[config.mk]
export PLATFORM = sky130hd
export DESIGN_NAME = axi_rd_decoder_flat
export DESIGN_NICKNAME = d
export VERILOG_FILES = /design/src/rtl/axi_pkg.sv /design/src/rtl/axi_rd_decoder_if.sv /design/src/rtl/axi_default_slave.sv /design/src/rtl/axi_rd_decoder.sv /design/src/flat_wrapper.sv
export SDC_FILE = /design/constraint.sdc
export NUM_CORES = 1
export LEC_CHECK = 0
export ABC_AREA = 0
export CORE_MARGIN = 2
export CORE_UTILIZATION = 28
export DETAILED_ROUTE_END_ITERATION = 6
export PLACE_DENSITY = 0.82
export SLEW_MARGIN = 20
export SYNTH_ARGS = -nofsm -noshare
export SYNTH_HDL_FRONTEND = slang
export SYNTH_SLANG_ARGS = --single-unit
[constraint.sdc]
create_clock -name ACLK -period 2.1 [get_ports ACLK]
set_input_delay 0.21 -clock ACLK [delete_from_list [all_inputs] [get_ports ACLK]]
set_output_delay 0.21 -clock ACLK [all_outputs]
set_load 0.02 [all_outputs]
[src/rtl/axi_pkg.sv]
// axi_pkg: shared AXI read-path constants, decoder state enum and address-region helper.
// Holds response codes, default bus widths shared with the arbiter, and the
// 16-bit region compare used by the read decoder.
package axi_pkg;
  localparam int DEF_ID_W = 8;
  localparam int DEF_DATA_W = 32;
  localparam logic [1:0] RESP_OKAY = 2'b00;
  localparam logic [1:0] RESP_DECERR = 2'b11;
  localparam logic [15:0] REGION_BASE = 16'h0000;
  typedef enum logic [2:0] {IDLE, FWD_AR, FWD_R, DEF_AR, DEF_R} state_e;
  // Region index of an address: target k owns ARADDR[31:16] == REGION_BASE + k.
  function automatic logic [15:0] region(input logic [31:0] addr);
    return addr[31:16] - REGION_BASE;
  endfunction
endpackage

[src/rtl/axi_rd_decoder_if.sv]
// axi_rd_decoder_if: read-path bundle between the arbiter, the decoder and its targets.
// Upstream AR/R channel plus packed per-target AR handshake and R channels.
// The AR payload is shared, so targets read it directly from this bundle.
// Modports: slave = decoder view, master = arbiter/targets view.
interface axi_rd_decoder_if #(
  parameter int SLAVES = 2,
  parameter int ID_W = axi_pkg::DEF_ID_W,
  parameter int DATA_W = axi_pkg::DEF_DATA_W
);
  logic [ID_W-1:0] ARID;
  logic [31:0] ARADDR;
  logic [7:0] ARLEN;
  logic [2:0] ARSIZE;
  logic [1:0] ARBURST;
  logic ARVALID, ARREADY;
  logic [ID_W-1:0] RID;
  logic [DATA_W-1:0] RDATA;
  logic [1:0] RRESP;
  logic RLAST, RVALID, RREADY;
  logic [SLAVES-1:0] ARVALID_S, ARREADY_S;
  logic [SLAVES-1:0][ID_W-1:0] RID_S;
  logic [SLAVES-1:0][DATA_W-1:0] RDATA_S;
  logic [SLAVES-1:0][1:0] RRESP_S;
  logic [SLAVES-1:0] RLAST_S, RVALID_S, RREADY_S;
  modport slave (
    input ARID, ARADDR, ARLEN, ARVALID, RREADY, ARREADY_S, RID_S, RDATA_S, RRESP_S, RLAST_S, RVALID_S,
    output ARREADY, RID, RDATA, RRESP, RLAST, RVALID, ARVALID_S, RREADY_S
  );
  modport master (
    output ARID, ARADDR, ARLEN, ARSIZE, ARBURST, ARVALID, RREADY, ARREADY_S, RID_S, RDATA_S, RRESP_S, RLAST_S, RVALID_S,
    input ARREADY, RID, RDATA, RRESP, RLAST, RVALID, ARVALID_S, RREADY_S
  );
endinterface

[src/rtl/axi_default_slave.sv]
// axi_default_slave: answers unmapped reads with an ARLEN+1 beat DECERR burst.
// Ports: ACLK/ARESETn; start (AR accepted, capture arid/arlen); active (R phase);
// rready upstream ready; rvalid/rlast/rid/rdata/rresp default R channel (all 0 when inactive).
module axi_default_slave import axi_pkg::*; #(
  parameter int ID_W = DEF_ID_W,
  parameter int DATA_W = DEF_DATA_W
) (
  input  logic ACLK,
  input  logic ARESETn,
  input  logic start,
  input  logic active,
  input  logic rready,
  input  logic [ID_W-1:0] arid,
  input  logic [7:0] arlen,
  output logic rvalid,
  output logic rlast,
  output logic [ID_W-1:0] rid,
  output logic [DATA_W-1:0] rdata,
  output logic [1:0] rresp
);
  logic [ID_W-1:0] id_q, id_d;
  logic [7:0] cnt_q, cnt_d;
  // cnt holds beats remaining after the current one, so ARLEN=255 gives 256 beats without wrapping.
  always_comb begin
    id_d = start ? arid : id_q;
    cnt_d = start ? arlen : (active && rready && cnt_q != 8'd0) ? cnt_q - 8'd1 : cnt_q;
    rvalid = active;
    rlast = active && cnt_q == 8'd0;
    rid = active ? id_q : '0;
    rdata = '0;
    rresp = active ? RESP_DECERR : RESP_OKAY;
  end
  always_ff @(posedge ACLK or negedge ARESETn)
    if (!ARESETn) begin
      id_q <= '0;
      cnt_q <= '0;
    end else begin
      id_q <= id_d;
      cnt_q <= cnt_d;
    end
endmodule

[src/rtl/axi_rd_decoder.sv]
// axi_rd_decoder: routes one read transaction at a time to a decoded target or the DECERR default slave.
// Ports: ACLK, ARESETn (async, active-low); bus (slave modport) carrying the upstream
// AR/R channel and the per-target ARVALID_S/ARREADY_S and R channels.
module axi_rd_decoder import axi_pkg::*; #(
  parameter int SLAVES = 2,
  parameter int ID_W = DEF_ID_W,
  parameter int DATA_W = DEF_DATA_W
) (
  input logic ACLK,
  input logic ARESETn,
  axi_rd_decoder_if.slave bus
);
  state_e state_q, state_d;
  logic [SLAVES-1:0] sel_q, sel_d, hit;
  logic fwd, ar_rdy;
  logic f_valid, f_last, d_valid, d_last;
  logic [ID_W-1:0] f_id, d_id;
  logic [DATA_W-1:0] f_data, d_data;
  logic [1:0] f_resp, d_resp;
  axi_default_slave #(.ID_W(ID_W), .DATA_W(DATA_W)) u_def (
    .ACLK(ACLK), .ARESETn(ARESETn),
    .start(state_q == DEF_AR), .active(state_q == DEF_R), .rready(bus.RREADY),
    .arid(bus.ARID), .arlen(bus.ARLEN),
    .rvalid(d_valid), .rlast(d_last), .rid(d_id), .rdata(d_data), .rresp(d_resp)
  );
  // One-hot decode plus AND-OR mux of the selected target's R channel.
  always_comb begin
    f_valid = 1'b0;
    f_last = 1'b0;
    f_id = '0;
    f_data = '0;
    f_resp = '0;
    for (int k = 0; k < SLAVES; k++) begin
      hit[k] = region(bus.ARADDR) == 16'(k);
      f_valid = f_valid | (sel_q[k] & bus.RVALID_S[k]);
      f_last = f_last | (sel_q[k] & bus.RLAST_S[k]);
      f_id = f_id | (sel_q[k] ? bus.RID_S[k] : '0);
      f_data = f_data | (sel_q[k] ? bus.RDATA_S[k] : '0);
      f_resp = f_resp | (sel_q[k] ? bus.RRESP_S[k] : '0);
    end
  end
  always_comb begin
    state_d = state_q;
    sel_d = sel_q;
    fwd = state_q == FWD_R;
    ar_rdy = 1'b0;
    bus.ARVALID_S = '0;
    bus.RREADY_S = '0;
    case (state_q)
      IDLE: if (bus.ARVALID) begin
        sel_d = hit;
        state_d = |hit ? FWD_AR : DEF_AR;
      end
      FWD_AR: begin
        bus.ARVALID_S = sel_q;
        ar_rdy = |(bus.ARREADY_S & sel_q);
        state_d = (bus.ARVALID && ar_rdy) ? FWD_R : FWD_AR;
      end
      FWD_R: begin
        bus.RREADY_S = sel_q & {SLAVES{bus.RREADY}};
        state_d = (f_valid && bus.RREADY && f_last) ? IDLE : FWD_R;
      end
      DEF_AR: begin
        ar_rdy = 1'b1;
        state_d = DEF_R;
      end
      DEF_R: state_d = (d_last && bus.RREADY) ? IDLE : DEF_R;
      default: state_d = IDLE;
    endcase
    bus.ARREADY = ar_rdy;
    bus.RVALID = fwd ? f_valid : d_valid;
    bus.RLAST = fwd ? f_last : d_last;
    bus.RID = fwd ? f_id : d_id;
    bus.RDATA = fwd ? f_data : d_data;
    bus.RRESP = fwd ? f_resp : d_resp;
  end
  always_ff @(posedge ACLK or negedge ARESETn)
    if (!ARESETn) begin
      state_q <= IDLE;
      sel_q <= '0;
    end else begin
      state_q <= state_d;
      sel_q <= sel_d;
    end
endmodule

[src/flat_wrapper.sv]
// flat-port wrapper written by rule: the top's interface ports become plain ports
module axi_rd_decoder_flat import axi_pkg::*;
#(
  parameter int SLAVES = 2,
  parameter int ID_W = DEF_ID_W,
  parameter int DATA_W = DEF_DATA_W
)
  (ACLK, ARESETn, bus_ARID, bus_ARADDR, bus_ARLEN, bus_ARVALID, bus_RREADY, bus_ARREADY_S, bus_RID_S, bus_RDATA_S, bus_RRESP_S, bus_RLAST_S, bus_RVALID_S, bus_ARREADY, bus_RID, bus_RDATA, bus_RRESP, bus_RLAST, bus_RVALID, bus_ARVALID_S, bus_RREADY_S);
  axi_rd_decoder_if #(.SLAVES(SLAVES), .ID_W(ID_W), .DATA_W(DATA_W)) bus_i ();
  input logic ACLK;
  input logic ARESETn;
  input wire logic [$bits(bus_i.ARID)-1:0] bus_ARID;
  input wire logic [$bits(bus_i.ARADDR)-1:0] bus_ARADDR;
  input wire logic [$bits(bus_i.ARLEN)-1:0] bus_ARLEN;
  input wire logic [$bits(bus_i.ARVALID)-1:0] bus_ARVALID;
  input wire logic [$bits(bus_i.RREADY)-1:0] bus_RREADY;
  input wire logic [$bits(bus_i.ARREADY_S)-1:0] bus_ARREADY_S;
  input wire logic [$bits(bus_i.RID_S)-1:0] bus_RID_S;
  input wire logic [$bits(bus_i.RDATA_S)-1:0] bus_RDATA_S;
  input wire logic [$bits(bus_i.RRESP_S)-1:0] bus_RRESP_S;
  input wire logic [$bits(bus_i.RLAST_S)-1:0] bus_RLAST_S;
  input wire logic [$bits(bus_i.RVALID_S)-1:0] bus_RVALID_S;
  output wire logic [$bits(bus_i.ARREADY)-1:0] bus_ARREADY;
  output wire logic [$bits(bus_i.RID)-1:0] bus_RID;
  output wire logic [$bits(bus_i.RDATA)-1:0] bus_RDATA;
  output wire logic [$bits(bus_i.RRESP)-1:0] bus_RRESP;
  output wire logic [$bits(bus_i.RLAST)-1:0] bus_RLAST;
  output wire logic [$bits(bus_i.RVALID)-1:0] bus_RVALID;
  output wire logic [$bits(bus_i.ARVALID_S)-1:0] bus_ARVALID_S;
  output wire logic [$bits(bus_i.RREADY_S)-1:0] bus_RREADY_S;
  assign bus_i.ARID = bus_ARID;
  assign bus_i.ARADDR = bus_ARADDR;
  assign bus_i.ARLEN = bus_ARLEN;
  assign bus_i.ARVALID = bus_ARVALID;
  assign bus_i.RREADY = bus_RREADY;
  assign bus_i.ARREADY_S = bus_ARREADY_S;
  assign bus_i.RID_S = bus_RID_S;
  assign bus_i.RDATA_S = bus_RDATA_S;
  assign bus_i.RRESP_S = bus_RRESP_S;
  assign bus_i.RLAST_S = bus_RLAST_S;
  assign bus_i.RVALID_S = bus_RVALID_S;
  assign bus_ARREADY = bus_i.ARREADY;
  assign bus_RID = bus_i.RID;
  assign bus_RDATA = bus_i.RDATA;
  assign bus_RRESP = bus_i.RRESP;
  assign bus_RLAST = bus_i.RLAST;
  assign bus_RVALID = bus_i.RVALID;
  assign bus_ARVALID_S = bus_i.ARVALID_S;
  assign bus_RREADY_S = bus_i.RREADY_S;
  axi_rd_decoder #(.SLAVES(SLAVES), .ID_W(ID_W), .DATA_W(DATA_W)) u_core (.ACLK(ACLK), .ARESETn(ARESETn), .bus(bus_i));
endmodule
==> out/qor.yml <==
status: "finished clean"
drt-pass1-iter-count: 5
antenna_found_initial: 0
avgRoutedWirePerCell_um: 16.34
setup_viol: 0
synth_top_area_share_pct: 31.27
cts_buffers: 3
max_slew_margin_pct: 75.10
period_minus_slack_ns: 2.042
ys_seq_elements: 21
cts_root_buf: "clkbuf_8"
viasPerCell: 5.076
start_kind: "register"
ys_types: 43
die_w_um: 81.47
grtUsageTotal_pct: 19.48
required_ns: 1.89
synth_area_leaders: "dfrtp_1 (31%), a22o_1 (18%), nand2_1 (7.6%)"
clk_path_buf_depth: 2
totalNegativeSetupSlack_ns: 0
ant_nets: 0
finalClockSkew_ns: 0.001730
place_area_um2: 3610
synthFlopType: "dfrtp_1"
fin_area_um2: 3706
drive_above_1_share_pct: 18.81
die_y_um: 81.47
first_global_vias: 2195
clock-sinks: 21
place.gp.congestion: 0.7775
worst_slack_ns: 0.05825
io_pins: 191
wirelength_um: 7565
worst-path-max-fanout: 2
worstPathArrival_ns: 1.83
grt_pass1_wl_um: 10180
diodes: 0
preCtsSetupSlack_ns: -0.1542
htree_levels: 1
power_density_nw_per_um2: 598.0
drt_drc_violations_left: 0
via_count: 2350
tightest_slew_ns: 0.3706
hold_viol: 0
yosysSeqAreaShare_pct: 31.27
ys_async_sr_fraction_pct: 100.0
holdWs_ns: 0.2972
core.rowCount: 28
gr-total-overflow: 0
postCtsHoldBufs: 0
hold_class: "in -> async"
yosys.cell_count.top_type: "a22o_1"
nets: 532
synth_nets: 343
worstSetupEndpointType: "output port"
core_area_um2: 5851
peakVddDrop_mv: 0.4837
cts_tree: "built"
grt_max_degree: 43
syn_avg_cell_area_um2: 8.402
reg2reg_setup_slack_ns: 0.20
place_hpwl_um: 5598
syn_inst: 200
leakage_nw: 1.959
fin_crit_sh_pct: 97.23
maxSlewViolCount: 0
io_buffer_count: 174
yosysWarningCount: 0
max_clock_freq_mhz: 489.8
syn_to_final_growth_pct: 120.6
synth_edf_count: 0
critPathKind: "reg -> out"
dieArea_um2: 6637
insertion_delay_ns: 0.25
maxCapViolations: 0
synthesis.area_um2: 1680
clk_pin_slew_ns: 0.07
synth_top_cell_by_area: "dfrtp_1"
start_util_pct: 28.72
first_iter_violations: 104
yosys-top-cells-count: "a22o_1 (35), nand2_1 (34), dfrtp_1 (21)"
==> timing repair <==
item	in CTS	in global routing
cloned	1	2
pin swaps	4	4
hold endpoints to repair	0	0
setup endpoints to repair	45	48
gates resized for setup	63	65
setup buffers	0	4
==> metrics by stage <==
| stage | power (mW) | instances | utilization [%] |
|---|---|---|---|
| floorplan | 1.278 | 200 | - |
| global placement | 1.849 | 452 | 61.70 |
| detailed placement | 1.890 | 452 | 61.70 |
| CTS | 2.135 | 457 | 61.98 |
| global route | 2.371 | 463 | 63.34 |
| finish | 2.216 | 463 | 63.34 |
==> per-layer routing <==
layer	routed length, µm	GRT usage [%]	part of all wire [%]	vias to the layer above
met2	4017	37.87	53	108
met3	711	3.846	9.4	6
li1	-	-	-	1139
met5	0	0	0	-
met1	2774	21.93	37	1097
met4	61	3.390	0.81	0
==> layout by cell type, fill, tap and decap left out, types with 2 or more instances in the layout <==
master,count
clkdlybuf4s50_1,128
a22o_1,35
nand2_1,34
buf_4,24
dfrtp_1,21
dlymetal6s2s_1,18
clkbuf_2,17
inv_1,12
a222oi_1,8
nor2_1,8
buf_2,8
o21ai_1,5
and3_1,4
nor4_1,3
o2111ai_1,3
xor2_1,3
clkbuf_8,3
nor3b_2,2
and2_4,2
nor3b_1,2
a221o_1,2
nor2b_1,2
a21oi_1,2
nand3b_1,2
mux2i_1,2
nor3_1,2
nand4_1,2
o31ai_1,2
o211ai_1,2
xnor2_1,2
nand3_1,2
buf_6,2
buf_12,2
==> power breakdown <==
part	internal [mW]	leakage, nW	switching, mW	total (mW)
Combinational	0.686	1.68	0.590	1.28
Sequential	0.574	0.259	0.106	0.680
Clock	0.135	0.0228	0.125	0.260
==> layout make-up <==
type | instances | area, µm²
tap | 75 | 93.84
timing repair buffer | 202 | 1938
fill | 496 | 2145
inverter | 13 | 48.80
sequential | 21 | 525.5
multi-input combinational | 148 | 1055
clock buffer | 4 | 45.04
==> sequential cells by signal, summed over array words and instances, names as in the netlist <==
register / cells
u_core.u_def.id_q: 8
u_core.state_q: 3
u_core.sel_q: 2
u_core.u_def.cnt_q: 8
==> path summary, 6_finish.rpt <==
path                                             from                     to  depth (start not counted)
worst max-delay path            u_core.u_def.cnt_q[0]              bus_RLAST                          7
worst min-delay path                          ARESETn   u_core.u_def.id_q[4]                          2
worst max register to register  u_core.u_def.cnt_q[0]  u_core.u_def.cnt_q[3]                          7
worst min register to register   u_core.u_def.id_q[0]   u_core.u_def.id_q[0]                          2
max in group asynchronous                     ARESETn  u_core.u_def.cnt_q[3]                          2
min in group ACLK                         bus_ARID[6]   u_core.u_def.id_q[6]                          3
==> cells by family (layout without fill, tap and decap cells) <==
family	after synthesis	in the layout	synth area share, %
and+or+nand+nor	71	71	21.29
AOI/OAI and AO/OA	68	68	34.03
buffers and inverters	31	219	8.190
DFF	21	21	31.27
xor gates and xnor gates	5	5	2.607
muxes	3	3	1.862
adders and majority gates	1	1	0.7445
==> worst max-delay path: stages, from the launching register on <==
cell	delay, ns
dfrtp_1	0.40
inv_2	0.09
ha_4	0.13
or4b_4	0.48
nor2_4	0.14
a22oi_2	0.06
nor2_1	0.12
buf_4	0.16
(Power assumes the default switching activity.)
